===== src/rtl/muldiv_pkg.sv =====
// Shared definitions for the HI/LO multiply controller and the EX-stage decoder.
package muldiv_pkg;

  localparam int unsigned MUL_W    = 32;
  localparam int unsigned MUL_ITER = 32;
  localparam int unsigned OP_W     = 3;

  typedef enum logic [OP_W-1:0] {
    OP_NONE  = 3'd0,
    OP_MULT  = 3'd1,
    OP_MULTU = 3'd2,
    OP_MTHI  = 3'd3,
    OP_MTLO  = 3'd4
  } op_e;

  typedef enum logic [1:0] {
    ST_IDLE    = 2'd0,
    ST_RUN     = 2'd1,
    ST_FIX     = 2'd2,
    ST_DISCARD = 2'd3
  } state_e;

  typedef struct packed {
    logic [MUL_W-1:0] hi;
    logic [MUL_W-1:0] lo;
  } hilo_t;

  function automatic logic is_mul_op(input logic [OP_W-1:0] op);
    return (op == OP_MULT) || (op == OP_MULTU);
  endfunction

endpackage


===== src/rtl/muldiv_hilo_ctrl_if.sv =====
// EX-stage side of the HI/LO controller: requests, reads, squash and results.
interface muldiv_hilo_ctrl_if;
  import muldiv_pkg::*;

  logic                 req_valid;
  logic [OP_W-1:0]      req_op;
  logic [MUL_W-1:0]     req_a;
  logic [MUL_W-1:0]     req_b;
  logic                 hilo_rd;
  logic                 flush;
  logic                 stall_req;
  logic                 busy;
  logic [MUL_W-1:0]     hi;
  logic [MUL_W-1:0]     lo;

  modport master (
    output req_valid, req_op, req_a, req_b, hilo_rd, flush,
    input  stall_req, busy, hi, lo
  );

  modport slave (
    input  req_valid, req_op, req_a, req_b, hilo_rd, flush,
    output stall_req, busy, hi, lo
  );

endinterface


===== src/rtl/hilo_fix.sv =====
// Converts the signed core product's upper half into the unsigned MULTU result.
module hilo_fix
  import muldiv_pkg::*;
(
  input  logic [MUL_W-1:0] z_hi,
  input  logic [MUL_W-1:0] a,
  input  logic [MUL_W-1:0] b,
  output logic [MUL_W-1:0] hi_c
);

  logic [MUL_W-1:0] add_b_c;
  logic [MUL_W-1:0] add_a_c;

  // A negative signed operand stands for operand + 2^32; each adds the other operand to HI.
  always_comb begin
    add_b_c = a[MUL_W-1] ? b : '0;
    add_a_c = b[MUL_W-1] ? a : '0;
    hi_c    = z_hi + add_b_c + add_a_c;
  end

endmodule


===== src/rtl/muldiv_hilo_ctrl.sv =====
// Sequences the shared Booth multiplier core, owns HI/LO and stalls EX while a product is pending.
module muldiv_hilo_ctrl
  import muldiv_pkg::*;
(
  input  logic                 clk,
  input  logic                 reset,
  muldiv_hilo_ctrl_if.slave    bus,
  output logic                 mul_start,
  output logic [MUL_W-1:0]     mul_a,
  output logic [MUL_W-1:0]     mul_b,
  input  logic [2*MUL_W-1:0]   mul_z,
  input  logic                 mul_finish
);

  state_e           state_q;
  state_e           state_d;
  logic [MUL_W-1:0] a_q;
  logic [MUL_W-1:0] b_q;
  logic             uns_q;
  hilo_t            z_q;
  logic [MUL_W-1:0] hi_q;
  logic [MUL_W-1:0] lo_q;
  logic             busy_q;

  logic             accept_c;
  logic             latch_op_c;
  logic             latch_z_c;
  logic             wr_full_c;
  logic             wr_fix_c;
  logic             wr_hi_c;
  logic             wr_lo_c;
  logic [MUL_W-1:0] fix_hi_c;

  assign accept_c = bus.req_valid & ~bus.flush;
  assign mul_a    = bus.req_a;
  assign mul_b    = bus.req_b;

  hilo_fix u_fix (
    .z_hi (z_q.hi),
    .a    (a_q),
    .b    (b_q),
    .hi_c (fix_hi_c)
  );

  // State register
  always_ff @(posedge clk or negedge reset) begin
    if (!reset) state_q <= ST_IDLE;
    else        state_q <= state_d;
  end

  // Next state: a flush that coincides with finish needs no DISCARD wait
  always_comb begin
    state_d = state_q;
    unique case (state_q)
      ST_IDLE: begin
        if (accept_c && is_mul_op(bus.req_op)) state_d = ST_RUN;
      end
      ST_RUN: begin
        if (bus.flush)       state_d = mul_finish ? ST_IDLE : ST_DISCARD;
        else if (mul_finish) state_d = uns_q ? ST_FIX : ST_IDLE;
      end
      ST_FIX:     state_d = ST_IDLE;
      ST_DISCARD: begin
        if (mul_finish) state_d = ST_IDLE;
      end
      default:    state_d = ST_IDLE;
    endcase
  end

  // Outputs and datapath strobes
  always_comb begin
    mul_start     = 1'b0;
    latch_op_c    = 1'b0;
    latch_z_c     = 1'b0;
    wr_full_c     = 1'b0;
    wr_fix_c      = 1'b0;
    wr_hi_c       = 1'b0;
    wr_lo_c       = 1'b0;
    bus.stall_req = busy_q & (bus.hilo_rd | (bus.req_valid & (bus.req_op != OP_NONE)));
    unique case (state_q)
      ST_IDLE: begin
        if (accept_c) begin
          mul_start  = is_mul_op(bus.req_op);
          latch_op_c = is_mul_op(bus.req_op);
          wr_hi_c    = (bus.req_op == OP_MTHI);
          wr_lo_c    = (bus.req_op == OP_MTLO);
        end
      end
      ST_RUN: begin
        if (mul_finish && !bus.flush) begin
          wr_full_c = ~uns_q;
          latch_z_c = uns_q;
        end
      end
      ST_FIX:  wr_fix_c = ~bus.flush;
      default: ;
    endcase
  end

  // Operand and raw product capture for the MULTU correction cycle
  always_ff @(posedge clk or negedge reset) begin
    if (!reset) begin
      a_q   <= '0;
      b_q   <= '0;
      uns_q <= 1'b0;
      z_q   <= '0;
    end else begin
      if (latch_op_c) begin
        a_q   <= bus.req_a;
        b_q   <= bus.req_b;
        uns_q <= (bus.req_op == OP_MULTU);
      end
      if (latch_z_c) z_q <= hilo_t'(mul_z);
    end
  end

  // Architectural HI/LO and busy flag
  always_ff @(posedge clk or negedge reset) begin
    if (!reset) begin
      hi_q   <= '0;
      lo_q   <= '0;
      busy_q <= 1'b0;
    end else begin
      busy_q <= (state_d != ST_IDLE);
      if (wr_full_c) begin
        hi_q <= mul_z[2*MUL_W-1:MUL_W];
        lo_q <= mul_z[MUL_W-1:0];
      end else if (wr_fix_c) begin
        hi_q <= fix_hi_c;
        lo_q <= z_q.lo;
      end else begin
        if (wr_hi_c) hi_q <= bus.req_a;
        if (wr_lo_c) lo_q <= bus.req_a;
      end
    end
  end

  assign bus.busy = busy_q;
  assign bus.hi   = hi_q;
  assign bus.lo   = lo_q;

endmodule


===== src/flat_wrapper.sv =====
// flat-port wrapper written by rule: the top's interface ports become plain ports
module muldiv_hilo_ctrl_flat import muldiv_pkg::*;
  (clk, reset, mul_start, mul_a, mul_b, mul_z, mul_finish, bus_req_valid, bus_req_op, bus_req_a, bus_req_b, bus_hilo_rd, bus_flush, bus_stall_req, bus_busy, bus_hi, bus_lo);
  muldiv_hilo_ctrl_if bus_i ();
  input  logic clk;
  input  logic reset;
  output logic mul_start;
  output logic [MUL_W-1:0] mul_a;
  output logic [MUL_W-1:0] mul_b;
  input  logic [2*MUL_W-1:0] mul_z;
  input  logic mul_finish;
  input wire logic [$bits(bus_i.req_valid)-1:0] bus_req_valid;
  input wire logic [$bits(bus_i.req_op)-1:0] bus_req_op;
  input wire logic [$bits(bus_i.req_a)-1:0] bus_req_a;
  input wire logic [$bits(bus_i.req_b)-1:0] bus_req_b;
  input wire logic [$bits(bus_i.hilo_rd)-1:0] bus_hilo_rd;
  input wire logic [$bits(bus_i.flush)-1:0] bus_flush;
  output wire logic [$bits(bus_i.stall_req)-1:0] bus_stall_req;
  output wire logic [$bits(bus_i.busy)-1:0] bus_busy;
  output wire logic [$bits(bus_i.hi)-1:0] bus_hi;
  output wire logic [$bits(bus_i.lo)-1:0] bus_lo;
  assign bus_i.req_valid = bus_req_valid;
  assign bus_i.req_op = bus_req_op;
  assign bus_i.req_a = bus_req_a;
  assign bus_i.req_b = bus_req_b;
  assign bus_i.hilo_rd = bus_hilo_rd;
  assign bus_i.flush = bus_flush;
  assign bus_stall_req = bus_i.stall_req;
  assign bus_busy = bus_i.busy;
  assign bus_hi = bus_i.hi;
  assign bus_lo = bus_i.lo;
  muldiv_hilo_ctrl u_core (.clk(clk), .reset(reset), .bus(bus_i), .mul_start(mul_start), .mul_a(mul_a), .mul_b(mul_b), .mul_z(mul_z), .mul_finish(mul_finish));
endmodule

===== config.mk =====
export PLATFORM = sky130hd
export DESIGN_NAME = muldiv_hilo_ctrl_flat
export DESIGN_NICKNAME = d
export VERILOG_FILES = /design/src/rtl/muldiv_pkg.sv /design/src/rtl/muldiv_hilo_ctrl_if.sv /design/src/rtl/hilo_fix.sv /design/src/rtl/muldiv_hilo_ctrl.sv /design/src/flat_wrapper.sv
export SDC_FILE = /design/constraint.sdc
export NUM_CORES = 1
export LEC_CHECK = 0
export ABC_AREA = 1
export CORE_ASPECT_RATIO = 1.5
export CORE_MARGIN = 4
export CORE_UTILIZATION = 52
export CTS_CLUSTER_SIZE = 25
export DETAILED_ROUTE_END_ITERATION = 8
export PLACE_DENSITY_LB_ADDON = 0.08
export RECOVER_POWER = 50
export SYNTH_ARGS = -nofsm -noshare
export SYNTH_HDL_FRONTEND = slang
export SYNTH_SLANG_ARGS = --single-unit

===== constraint.sdc =====
create_clock -name clk -period 3.48 [get_ports clk]
set_input_delay 0.348 -clock clk [delete_from_list [all_inputs] [get_ports clk]]
set_output_delay 0.348 -clock clk [all_outputs]
set_load 0.005 [all_outputs]

==> run_results.csv <==
group,metric,value,unit
run_status,outcome,"complete, but fails checks",
run_status,violations,"capacitance limit, slew limit",
synthesis,synth_fp_nets,1955,
layout,nFillCells,2148,
worst_setup_path,arrival,3.51,ns
drt,vias_per_cell,5.17,
clock_tree,cts_tree,"yes",
clock_tree,cts_resized,0,
sta,hold_viol_final,0,
drt,first_iter_violations,761,
sta,clock-skew-final,0.00912,ns
worst_setup_path,crit_fanout,32,
sta,slew_headroom,-51.8,%
sta,rsz0062_at_grt,"false",
synthesis,synth-main-ff-cell,"dfrtp_1",
sta,min_period,3.15,ns
place,dp_hpwl,31200,µm
synthesis,synth_warnings,0,
clock_tree,cts_sinks,196,
floorplanning,dieArea,26500,µm²
synthesis,synth-seq-area-share,39.5,%
sta,period_share,90.6,%
floorplanning,die_h,197,µm
layout,syn_to_final_growth,25.2,%
sta,fmax,317,MHz
power,vdd_drop_max,0.411,mV
run,maxCapViolations,1,
clock_tree,numCtsBuffers,17,
synthesis,synth_edf_count,0,
synthesis,synth_area,12400,µm²
drt,dr.pass1.iters,5,
worst_setup_path,critical_path.startpoint_type,"flop",
drt,ant_nets,0,
synthesis,netlist_instances,1756,
clock_tree,clk_latency,0.46,ns
drt,finalWirelength,40800,µm
floorplanning,pin_count,268,
clock_tree,htree_num_levels,4,
synthesis,synthArstFlopShare,100,%
synthesis,avgSynthCellArea,7.08,µm²
layout,drive_gt1_share,3.28,%
floorplanning,core_area,23700,µm²
grt,grt_overflow,0,
clock_tree,root_buffer,"clkbuf_16",
grt,antenna_found_initial,0,
layout,nets,2135,
hold_path,hold_path.class,"primary input to flop",
sta,whs,0.449,ns
floorplanning,start_util,52.5,%
synthesis,ys_ff_latch,196,
layout,n_antenna_cell,0,
floorplanning,core.rowCount,69,
power,pwr_density_cell,644,nW/µm²
drt,drc,0,
drt,vias,11736,
floorplanning,die_x,134,µm
worst_setup_path,worstSetupEndpointType,"flop",
layout,layoutNonFillerInstCount,2268,
place,dpl.cell_count,2235,
drt,wire_per_inst,18.0,µm
synthesis,ys_types,35,
grt,grt_pass1_wl,63400,µm
sta,tns,0,ns
grt,grt_pass1_vias,11991,
sta,finalSetupViolations,0,
power,power.leakage,8.49,nW
place,io_buffer_count,267,
worst_setup_path,critPathKind,"flop to flop",
grt,grt_max_degree,87,
layout,final_util,65.8,%
sta,tightest_slew,2.28,ns
sta,slew_viol_final,87,
clock_tree,clk_path_buf_depth,2,
place,routabilityCongestion,0.922,
grt,globalRouteTotalUtil,31.1,%
clock_tree,path_clk_slew,0.08,ns
worst_setup_path,required,3.83,ns
-- placed cells by master, fill, tap and decap left out, types with 4 or more instances in the layout --
| cell | Yosys | routed |
|---|---|---|
| a21oi_1 | 97 | 97 |
| nand4_1 | 4 | 4 |
| buf_12 | 0 | 4 |
| o22ai_1 | 28 | 28 |
| o211ai_1 | 4 | 4 |
| clkbuf_2 | 0 | 4 |
| inv_1 | 305 | 306 |
| nor2_1 | 79 | 80 |
| dfrtp_1 | 196 | 196 |
| nand2_1 | 655 | 654 |
| o221ai_1 | 8 | 8 |
| clkdlybuf4s50_1 | 0 | 234 |
| dlygate4sd3_1 | 0 | 33 |
| o21ai_0 | 95 | 95 |
| ha_1 | 30 | 30 |
| o21bai_1 | 5 | 5 |
| nand3_1 | 57 | 57 |
| clkbuf_16 | 0 | 17 |
| buf_4 | 68 | 11 |
| fa_1 | 32 | 32 |
-- what timing repair did --
item / 4_1_cts / 5_1_grt
setup endpoints to repair: 0 / 0
hold buffers: 1 / 0
buffers inserted: 0 / 0
endpoints found under the hold margin: 54 / 0
-- critical path, cell delays in order, from the launching register on --
cell     delay, ns
dfrtp_1       0.38
buf_12        0.22
nand2_1       0.14
fa_1          0.54
inv_1         0.04
ha_1          0.41
nand2_1       0.15
nor2_1        0.15
nand2_1       0.07
nand3_1       0.12
nand2_1       0.08
nand2_1       0.18
nand2_1       0.15
nand2_1       0.09
nand2_1       0.05
nand3_1       0.09
nand2_1       0.06
nand2_1       0.06
nand2_1       0.05
-- stage by stage --
step | worst slack (ns) | instance area, µm² | total power [mW]
after floorplan | 0.656 | 12400 | 5.95
after global placement | 0.410 | 15000 | 7.80
after detailed placement | 0.364 | 15000 | 7.88
after CTS | 0.344 | 15600 | 10.1
after global routing | 0.0598 | 15600 | 10.7
final | 0.328 | 15600 | 10.0
-- where the power goes --
group	leakage [nW]	switching (mW)	internal (mW)	total, mW
registers	2.41	0.435	3.00	3.44
logic	5.77	2.58	1.82	4.40
clock network	0.314	1.01	1.17	2.19
total	8.49	4.03	5.99	10.0
-- registers in the layout, indices dropped and copies added, names as in the netlist --
| name | count |
|---|---|
| u_core.uns_q | 1 |
| u_core.a_q | 32 |
| u_core.state_q | 2 |
| u_core.bus.busy | 1 |
| u_core.bus.hi | 32 |
| u_core.z_q | 64 |
| u_core.b_q | 32 |
| u_core.bus.lo | 32 |
-- final timing paths --
kind,start,end,slack (ns),cells after the start
min in group asynchronous,reset,u_core.b_q[21],1.12,2
min reg2reg,u_core.bus.hi[16],u_core.bus.hi[16],0.48,2
min,bus_req_b[21],u_core.b_q[21],0.45,3
max reg2reg,u_core.a_q[31],u_core.bus.hi[30],0.33,18
max in group asynchronous,reset,u_core.a_q[30],0.57,3
max,u_core.a_q[31],u_core.bus.hi[30],0.33,18
-- metal layers --
layer	global-route usage, %	up-vias	share of wire, %
li1	-	5668	-
met1	34.1	5583	36
met2	58.7	387	55
met3	3.82	98	4.2
met4	15.1	0	4.8
met5	0	-	0
-- cells in the mapped netlist, types with 2 or more instances --
master | number | area share [%]
nand2_1 | 655 | 20
inv_1 | 305 | 9.2
dfrtp_1 | 196 | 39
a21oi_1 | 97 | 3.9
o21ai_0 | 95 | 3.8
nor2_1 | 79 | 2.4
buf_4 | 68 | 4.1
nand3_1 | 57 | 2.3
fa_1 | 32 | 5.2
ha_1 | 30 | 3.0
buf_2 | 29 | 1.2
o22ai_1 | 28 | 1.4
clkbuf_1 | 27 | 0.82
o221ai_1 | 8 | 0.56
o21bai_1 | 5 | 0.30
buf_1 | 4 | 0.12
nand3_2 | 4 | 0.32
nand4_1 | 4 | 0.20
o211ai_1 | 4 | 0.24
inv_2 | 3 | 0.091
nand3b_1 | 3 | 0.18
nor3_1 | 3 | 0.12
o21a_1 | 3 | 0.18
or2_2 | 3 | 0.15
mux2_2 | 2 | 0.18
o21ai_1 | 2 | 0.081
xnor2_1 | 2 | 0.14
-- logic make-up after synthesis --
family	share of synthesized area, %
adders and majority gates	8.17
muxes	0.181
and+or+nand+nor	25.7
DFF	39.5
buffers and inverters	15.5
AOI/OAI and AO/OA	10.8
xor gates and xnor gates	0.211
-- cell type report --
cell class              count  area, µm²  area share (%)
clock buffers              18        429            2.76
clock inverters            14        213            1.37
inverters                 309       1160            7.46
multi-input cells        1123       5580            35.9
flip-flops and latches    196       4900            31.5
well taps                 319        399            2.57
repair buffers            289       2870            18.4
Power figures use the tool's default switching activity.
